<file path="config.mk">
export PLATFORM = sky130hd
export DESIGN_NAME = dragon_segment_reader_flat
export DESIGN_NICKNAME = d
export VERILOG_FILES = /design/src/rtl/dragon_pkg.sv /design/src/rtl/dragon_segment_reader_if.sv /design/src/rtl/dragon_segment_reader_seg_mux.sv /design/src/rtl/dragon_segment_reader.sv /design/src/flat_wrapper.sv
export SDC_FILE = /design/constraint.sdc
export NUM_CORES = 1
export LEC_CHECK = 0
export BUFFER_PORTS_ARGS = -buffer_cell sky130_fd_sc_hd__buf_2
export CORE_ASPECT_RATIO = 0.7
export CORE_MARGIN = 2
export CORE_UTILIZATION = 45
export DETAILED_ROUTE_END_ITERATION = 7
export PLACE_DENSITY = 0.72
export SETUP_SLACK_MARGIN = 0.2
export SLEW_MARGIN = 15
export SYNTH_ARGS = -nofsm -noshare
export SYNTH_HDL_FRONTEND = slang
export SYNTH_HIERARCHICAL = 1
export SYNTH_SLANG_ARGS = --single-unit
</file>
<file path="constraint.sdc">
create_clock -name clk -period 2.3 [get_ports clk]
set_clock_uncertainty 0.2 [all_clocks]
set_input_delay 0.23 -clock clk [delete_from_list [all_inputs] [get_ports clk]]
set_output_delay 0.23 -clock clk [all_outputs]
set_load 0.02 [all_outputs]
</file>
<file path="src/rtl/dragon_pkg.sv">
// Shared dragon definitions: segment geometry, field offsets, orientations, reader FSM states.
package dragon_pkg;
  localparam int SEG_W    = 10;
  localparam int MAX_SEGS = 8;

  localparam int ORIENT_HI = 9;
  localparam int ORIENT_LO = 8;
  localparam int X_HI      = 7;
  localparam int X_LO      = 4;
  localparam int Y_HI      = 3;
  localparam int Y_LO      = 0;

  typedef enum logic [1:0] {
    ORIENT_UP    = 2'd0,
    ORIENT_RIGHT = 2'd1,
    ORIENT_DOWN  = 2'd2,
    ORIENT_LEFT  = 2'd3
  } orient_e;

  localparam logic [1:0] ST_IDLE   = 2'd0;
  localparam logic [1:0] ST_STREAM = 2'd1;
  localparam logic [1:0] ST_DONE   = 2'd2;
endpackage

</file>
<file path="src/rtl/dragon_segment_reader_if.sv">
// Segment stream handshake between the reader and its consumers.
interface dragon_segment_reader_if #(
  parameter int SEG_W = 10,
  parameter int IDX_W = 3
);
  logic             seg_valid;
  logic             seg_ready;
  logic [SEG_W-1:0] seg_data;
  logic [IDX_W-1:0] seg_index;
  logic             seg_last;

  modport master (output seg_valid, seg_data, seg_index, seg_last, input seg_ready);
  modport slave  (input seg_valid, seg_data, seg_index, seg_last, output seg_ready);
endinterface

</file>
<file path="src/rtl/dragon_segment_reader_seg_mux.sv">
// Combinational selector of one SEG_W slice from the packed body vector.
module seg_mux #(
  parameter int SEG_W    = 10,
  parameter int MAX_SEGS = 8,
  parameter int IDX_W    = 3
) (
  input  logic [SEG_W*MAX_SEGS-1:0] body,
  input  logic [IDX_W-1:0]          sel,
  output logic [SEG_W-1:0]          seg
);
  always_comb begin
    seg = '0;
    for (int i = 0; i < MAX_SEGS; i++)
      if (sel == IDX_W'(i)) seg = body[i*SEG_W +: SEG_W];
  end
endmodule

</file>
<file path="src/rtl/dragon_segment_reader.sv">
// Snapshots the dragon body and streams segments head-first; flags head/body overlap at frame end.
module dragon_segment_reader #(
  parameter int SEG_W    = dragon_pkg::SEG_W,
  parameter int MAX_SEGS = dragon_pkg::MAX_SEGS,
  localparam int IDX_W   = $clog2(MAX_SEGS)
) (
  input  logic                      clk,
  input  logic                      reset,
  input  logic                      start,
  input  logic [SEG_W*MAX_SEGS-1:0] dragon,
  input  logic [IDX_W-1:0]          tail,
  dragon_segment_reader_if.master   seg,
  output logic                      busy,
  output logic                      done,
  output logic                      self_hit
);
  import dragon_pkg::*;

  logic [1:0]                state;
  logic [SEG_W*MAX_SEGS-1:0] snap_body;
  logic [IDX_W-1:0]          snap_tail;
  logic [IDX_W-1:0]          idx;
  logic                      hit_acc;
  logic [SEG_W-1:0]          cur_seg;
  logic                      streaming;
  logic                      is_last;
  logic                      hit_next;

  seg_mux #(.SEG_W(SEG_W), .MAX_SEGS(MAX_SEGS), .IDX_W(IDX_W)) u_mux (
    .body (snap_body),
    .sel  (idx),
    .seg  (cur_seg)
  );

  assign streaming = (state == ST_STREAM);
  assign is_last   = (idx == snap_tail);
  // Position only (x,y); the head never compares against itself.
  assign hit_next  = hit_acc |
                     ((idx != '0) && (cur_seg[X_HI:Y_LO] == snap_body[X_HI:Y_LO]));

  assign seg.seg_valid = streaming;
  assign seg.seg_data  = streaming ? cur_seg : '0;
  assign seg.seg_index = streaming ? idx : '0;
  assign seg.seg_last  = streaming && is_last;
  assign busy          = (state != ST_IDLE);
  assign done          = (state == ST_DONE);

  always_ff @(posedge clk) begin
    if (!reset) begin
      state     <= ST_IDLE;
      snap_body <= '0;
      snap_tail <= '0;
      idx       <= '0;
      hit_acc   <= 1'b0;
      self_hit  <= 1'b0;
    end else begin
      case (state)
        ST_IDLE: if (start) begin
          snap_body <= dragon;
          snap_tail <= tail;
          idx       <= '0;
          hit_acc   <= 1'b0;
          state     <= ST_STREAM;
        end
        ST_STREAM: if (seg.seg_ready) begin
          hit_acc <= hit_next;
          // self_hit lands together with done, so fold in the final beat here.
          if (is_last) begin
            self_hit <= hit_next;
            state    <= ST_DONE;
          end else begin
            idx <= idx + 1'b1;
          end
        end
        ST_DONE: state <= ST_IDLE;
        default: state <= ST_IDLE;
      endcase
    end
  end
endmodule

</file>
<file path="src/flat_wrapper.sv">
// flat-port wrapper written by rule: the top's interface ports become plain ports
module dragon_segment_reader_flat import dragon_pkg::*;
#(
  parameter int SEG_W    = dragon_pkg::SEG_W,
  parameter int MAX_SEGS = dragon_pkg::MAX_SEGS,
  localparam int IDX_W   = $clog2(MAX_SEGS)
)
  (clk, reset, start, dragon, tail, busy, done, self_hit, seg_seg_valid, seg_seg_data, seg_seg_index, seg_seg_last, seg_seg_ready);
  dragon_segment_reader_if #(.SEG_W(SEG_W), .IDX_W(3)) seg_i ();
  input  logic clk;
  input  logic reset;
  input  logic start;
  input  logic [SEG_W*MAX_SEGS-1:0] dragon;
  input  logic [IDX_W-1:0] tail;
  output logic busy;
  output logic done;
  output logic self_hit;
  output wire logic [$bits(seg_i.seg_valid)-1:0] seg_seg_valid;
  output wire logic [$bits(seg_i.seg_data)-1:0] seg_seg_data;
  output wire logic [$bits(seg_i.seg_index)-1:0] seg_seg_index;
  output wire logic [$bits(seg_i.seg_last)-1:0] seg_seg_last;
  input wire logic [$bits(seg_i.seg_ready)-1:0] seg_seg_ready;
  assign seg_seg_valid = seg_i.seg_valid;
  assign seg_seg_data = seg_i.seg_data;
  assign seg_seg_index = seg_i.seg_index;
  assign seg_seg_last = seg_i.seg_last;
  assign seg_i.seg_ready = seg_seg_ready;
  dragon_segment_reader #(.SEG_W(SEG_W), .MAX_SEGS(MAX_SEGS)) u_core (.clk(clk), .reset(reset), .start(start), .dragon(dragon), .tail(tail), .seg(seg_i), .busy(busy), .done(done), .self_hit(self_hit));
endmodule
</file>
# Word-level counts from Yosys, hierarchy flattened
# Index checks and enable logic that the tools add are counted.
dict set report op_classes {
  addsub 1
  reduce_logical 12
  n_bitwise 1
  eq_ne 15
  muxes 21
}
# op count
set op_table {}
lappend op_table {{two-way mux 10 bit} 9}
lappend op_table {{== test 3 bit (second input constant)} 4}
lappend op_table {{two-way mux 3 bit} 4}
lappend op_table {{AND reduction 3 bit} 3}
lappend op_table {{== test 8 bit} 1}
lappend op_table {{inequality test 2 bit (second input constant)} 4}
lappend op_table {{== test 3 x 2 -> 1 bit (second input constant)} 2}
lappend op_table {{two-way mux 2 bit} 3}
lappend op_table {{one-hot mux 3 bit (2 select lines)} 1}
lappend op_table {{one-hot mux 2 bit (2 select lines)} 1}
lappend op_table {{AND reduction 4 bit} 1}
lappend op_table {{nonzero test 2 bit} 2}
lappend op_table {{adder 3 x 1 -> 3 bit (second input constant)} 1}
lappend op_table {{== test 3 x 1 -> 1 bit (second input constant)} 1}
lappend op_table {{== test 3 bit} 1}
lappend op_table {{zero test 3 bit} 1}
lappend op_table {{nonzero test 3 bit} 1}
lappend op_table {{== test 2 x 1 -> 1 bit (second input constant)} 1}
lappend op_table {{== test 2 bit (second input constant)} 1}
lappend op_table {{logical AND 1 bit} 2}
lappend op_table {{zero test 2 bit} 1}
lappend op_table {{two-way mux 1 bit} 2}
lappend op_table {{one-hot mux 1 bit (2 select lines)} 1}
lappend op_table {{AND reduction 2 bit} 1}
lappend op_table {{OR 1 bit} 1}
dict set report totals {
  reg_bits 90
  output_inout_bits 18
  wordCells 56
}

# Longest topological paths before layout
dict set report depth {
  depth_word 14
  depth_mapped 10
}

# Cells and area by module
# Netlist, hierarchy kept.
# mod area_each_um2 cells_per_inst seq_area_each_um2 instances
set modules_own_cells {}
lappend modules_own_cells {dragon_segment_reader 3408.3 431 1801.7 1}
lappend modules_own_cells {seg_mux 788.3 96 0.0 1}

# Worst setup path before layout
# No wires, ideal clock.
dict set report synth_timing {
  path_kind {register to register}
  start {register u_core.idx[0]}
  end {register u_core.self_hit}
  period_less_slack_ps 2560
  arrival_ps 2299
  stages_incl_launch_ff 8
  required_time_ps 2039
  path_slack_ps -260
  setup_ps 61
  path_buffers 1
  path_cell_list {dfxtp_1 -> buf_6 -> mux4_2 -> mux2_4 -> xnor2_1 -> nand3_1 -> a2111oi_0 -> o221a_1}
}
dict set report synth_via {
  elab_chain_cells 12
  elab_cells_between_ends 22
}
# item line_no
set synth_lines {}
lappend synth_lines {{start, declared} dragon_segment_reader.sv:22} ;# logic [IDX_W-1:0] idx;
lappend synth_lines {{start signal, assigned} dragon_segment_reader.sv:72} ;# idx <= idx + 1'b1;
lappend synth_lines {{zero test 3 bit} dragon_segment_reader_seg_mux.sv:14} ;# if (sel == IDX_W'(i)) seg = body[i*SEG_W +: SEG_W];
lappend synth_lines {{two-way mux 10 bit (7 in series)} dragon_segment_reader_seg_mux.sv:14}
lappend synth_lines {{two-way mux 10 bit *} dragon_segment_reader_seg_mux.sv:14}
lappend synth_lines {{via u_core.cur_seg[6]} dragon_segment_reader.sv:24} ;# logic [SEG_W-1:0] cur_seg;
lappend synth_lines {{== test 8 bit *} dragon_segment_reader.sv:39} ;# ((idx != '0) && (cur_seg[X_HI:Y_LO] == snap_body[X_HI:Y_LO]));
lappend synth_lines {{logical AND 1 bit *} dragon_segment_reader.sv:39}
lappend synth_lines {{OR 1 bit *} dragon_segment_reader.sv:38} ;# assign hit_next = hit_acc |
lappend synth_lines {{end signal, assigned} dragon_segment_reader.sv:69} ;# self_hit <= hit_next;
lappend synth_lines {{end, declared} dragon_segment_reader.sv:15} ;# output logic self_hit
# Mark *: on every way through the listed nets, which the timed path passes. The rest lies on a longest branch.
# A chain may end at the register's enable or synchronous reset.

# Worst setup path in the final report
dict set report layout_timing {
  start {register u_core.idx[1]}
  end {register u_core.self_hit}
}
# The elaborated chain is that of the path after synthesis.

==> results.sh <==
export IMPL_status="complete, but fails checks"
export IMPL_violations="setup timing"
export IMPL_yosysSeqAreaShare_pct=42.93
export IMPL_cts_sinks=90
export IMPL_setup_worst_path_class="flop to flop"
export IMPL_grt_pass1_wl_mm=21.79
export IMPL_worstHoldPathType="primary input to flop"
export IMPL_cts_htree_levels=3
export IMPL_io_buffers=104
export IMPL_ctsLongestPathBuffers=2
export IMPL_die_width_microns=119.4
export IMPL_syn_num_nets=616
export IMPL_grt_pass1_vias=4391
export IMPL_critPathBufInv=2
export IMPL_post_drt_wl_per_cell_microns=16.70
export IMPL_synthToLayoutAreaGrowth_pct=58.02
export IMPL_avgSynthCellArea_sq_um=7.963
export IMPL_regArea_sq_um=1812
export IMPL_gp_congestion=0.9765
export IMPL_period_minus_slack_ns=2.556
export IMPL_grt_use_total_pct=27.44
export IMPL_setup_viol=8
export IMPL_cts_buffers=9
export IMPL_rsz0062_at_grt="true"
export IMPL_ant_nets=0
export IMPL_ys_flop_type="dfxtp_1"
export IMPL_wl_mm=14.34
export IMPL_crit_reg2reg_launch="u_core/idx[1]$_SDFFE_PN0P_"
export IMPL_final_core_util_pct=73.10
export IMPL_hold_violations=0
export IMPL_vias_per_cell=5.397
export IMPL_via_count=4636
export IMPL_cp_max_fo=7
export IMPL_p_seq_share_pct=43.6
export IMPL_hold_depth=3
export IMPL_start_kind="flop"
export IMPL_switching_share_pct=26.63
export IMPL_p_int_mw=2.944
export IMPL_grt_ovfl_total=0
export IMPL_reg2reg_to="u_core/self_hit$_SDFFE_PN0P_"
export IMPL_endpoint="u_core/self_hit$_SDFFE_PN0P_"
export IMPL_netlist_area_sq_um=4197
export IMPL_clk_latency_ns=0.34
export IMPL_rrSetupSlack_ns=-0.26
export IMPL_drv_cap=0
export IMPL_synth_edf_count=0
export IMPL_pwr_share_comb_pct=20.6
export IMPL_max_slew_margin_pct=70.43
export IMPL_worstRegToRegCells=9
export IMPL_crit_path_top_delay_cell="dfxtp_4"
export IMPL_cp_arrival_ns=2.64
export IMPL_yosysMostFrequentCell="nand2_1"
export IMPL_synth_seq_cells=90
export IMPL_worst_ep_required_time_ns=2.38
export IMPL_fin_tns_setup_ns=-1.019
export IMPL_startpoint="u_core/idx[1]$_SDFFE_PN0P_"
export IMPL_num_rows=29
export IMPL_fin_ws_ns=-0.2556
export IMPL_crit_path_max_incr_delay_ns=0.41
export IMPL_crit_chain="buf_12 > buf_16 > mux2_2 > o21ai_2 > a32oi_2 > xnor2_1 > nand4_1 > a2111oi_4 > o221a_1"
export IMPL_crit_path_end_kind="flop"
export IMPL_dp_slack_ns=-0.08197
export IMPL_dr_pass1_iters=6
export IMPL_core_area_sq_um=9071
export IMPL_drive_above_1_share_pct=30.88
export IMPL_vdd_drop_max_uv=432.5
export IMPL_grt_max_degree=58
export IMPL_first_iter_violations=469
export IMPL_antenna_found_initial=0
export IMPL_multi_input_area_sq_um=2410
export IMPL_io_pins=105
export IMPL_clkPwrFrac_pct=35.8
export IMPL_synthTopCellsByCount="nand2_1, a21oi_1, dfxtp_1"
export IMPL_synthCells=527
export IMPL_dp_hpwl_mm=8.890
export IMPL_tightestPinTransition_ns=0.4436
export IMPL_synth_top_cell_by_area="dfxtp_1"
export IMPL_ys_warn_count=6
export IMPL_p_per_area_nw_per_um2=605.2
export IMPL_holdWs_ns=0.1292
export IMPL_fin_crit_sh_pct=111.1
export IMPL_path_depth=9
export IMPL_yosysUniqueCellTypes=48
export IMPL_clkTransAtPathRegs_ns=0.06
export IMPL_antennaDiodeCount=0
export IMPL_fmax_mhz=391.3
export IMPL_ys_async_sr_fraction_pct=0
export IMPL_drv_slew=0
export IMPL_synth_area_leaders="dfxtp_1, nand2_1, a21oi_1"
export IMPL_fill_cells=637
export IMPL_path_delay_family="compound AO/OA/AOI/OAI gates"
export IMPL_p_leak_nw=2.698
export IMPL_power_switching_mw=1.069
export IMPL_synth_top_cell_area_share_pct=42.93
export IMPL_cts_tree="done"
export IMPL_die_area_sq_um=10130
export IMPL_nNetsFinal=820
export IMPL_start_util_pct=46.26
export IMPL_die_h_microns=84.80
export IMPL_drcViolationCount=0
export IMPL_cts_root_buffer="clkbuf_16"
==> how the worst min path moves through the flow <==
| stage | from | end |
|---|---|---|
| final | seg_seg_ready | u_core/idx[0]$_SDFFE_PN0P_ |
| after global routing | seg_seg_ready | u_core/idx[0]$_SDFFE_PN0P_ |
| after CTS | seg_seg_ready | u_core/idx[0]$_SDFFE_PN0P_ |
| after detailed placement | u_core/snap_body[72]$_SDFFE_PN0P_ | u_core/snap_body[72]$_SDFFE_PN0P_ |
| after global placement | u_core/snap_body[29]$_SDFFE_PN0P_ | u_core/snap_body[29]$_SDFFE_PN0P_ |
| after floorplan | dragon[10] | u_core/snap_body[10]$_SDFFE_PN0P_ |
==> power groups by stage <==
stage / logic, mW / registers (mW) / clock network, mW
final: 0.826 / 1.75 / 1.44
after floorplan: 0.373 / 1.74 / 0
after global placement: 0.554 / 1.77 / 0
after CTS: 0.752 / 1.74 / 1.46
after detailed placement: 0.565 / 1.77 / 0
after global routing: 0.885 / 1.76 / 1.51
==> metal layers <==
layer	global-route usage [%]	wire, microns
met3	6.997	1304
met1	36.73	6198
met4	7.487	284
met5	0	0
met2	44.46	6555
==> metrics by stage <==
stage                     cells  cell area, sq um  total power, mW
after CTS                   853              6430            3.954
after global routing        859              6631            4.155
final                       859              6631            4.013
after global placement      738              4920            2.322
after detailed placement    738              4920            2.335
after floorplan             527              4212            2.113
==> flip-flops by register name, summed over array words and instances (netlist names) <==
name              cells
u_core/state          2
u_core/hit_acc        1
u_core/snap_body     80
u_core/snap_tail      3
u_core/self_hit       1
u_core/idx            3
==> cells by family after synthesis <==
kind of cell | share of synthesized area [%]
muxes | 8.736
and+or+nand+nor | 22.63
adders and majority gates | 0.5962
buffers and inverters | 5.277
AOI/OAI and AO/OA | 17.53
DFF | 42.93
xor gates and xnor gates | 2.296
==> cell type report <==
type / instances / area share, %
Clock buffer: 12 / 3.717
Clock inverter: 3 / 0.6038
Inverter: 6 / 0.3962
Multi-Input combinational cell: 390 / 36.34
Sequential cell: 90 / 27.32
Tap cell: 124 / 2.340
Timing Repair Buffer: 234 / 29.28
==> layout by cell type, fill, tap and decap left out, types with 5 or more instances in the layout <==
| cell type | count |
|---|---|
| buf_6 | 20 |
| mux2_2 | 5 |
| buf_4 | 26 |
| dlygate4sd3_1 | 84 |
| o21ai_2 | 5 |
| a22o_1 | 5 |
| nor2_1 | 9 |
| mux2_4 | 5 |
| nand2_1 | 176 |
| and2_4 | 8 |
| clkbuf_16 | 9 |
| o21ai_1 | 9 |
| mux4_2 | 6 |
| buf_12 | 7 |
| dfxtp_1 | 86 |
| a21oi_1 | 88 |
| mux2i_1 | 6 |
| xnor2_1 | 5 |
| buf_2 | 94 |
==> timing repair <==
action                     4_1_cts  5_1_grt
pin swaps                       16       19
setup endpoints to repair       14       17
gates resized for setup         67       38
gates cloned                     2        0
buffers inserted                14        6
hold buffers                    84        0
hold endpoints to repair        85        0
==> worst reg2reg max path, delay by kind of cell (launching register included) <==
kind / cells / cell delay (ns)
muxes: 1 / 0.35
and+or+nand+nor: 1 / 0.22
AOI/OAI and AO/OA: 4 / 0.89
buffers and inverters: 2 / 0.23
DFF: 1 / 0.41
xor gates and xnor gates: 1 / 0.20
No activity file was read; power rests on OpenSTA's default activity.
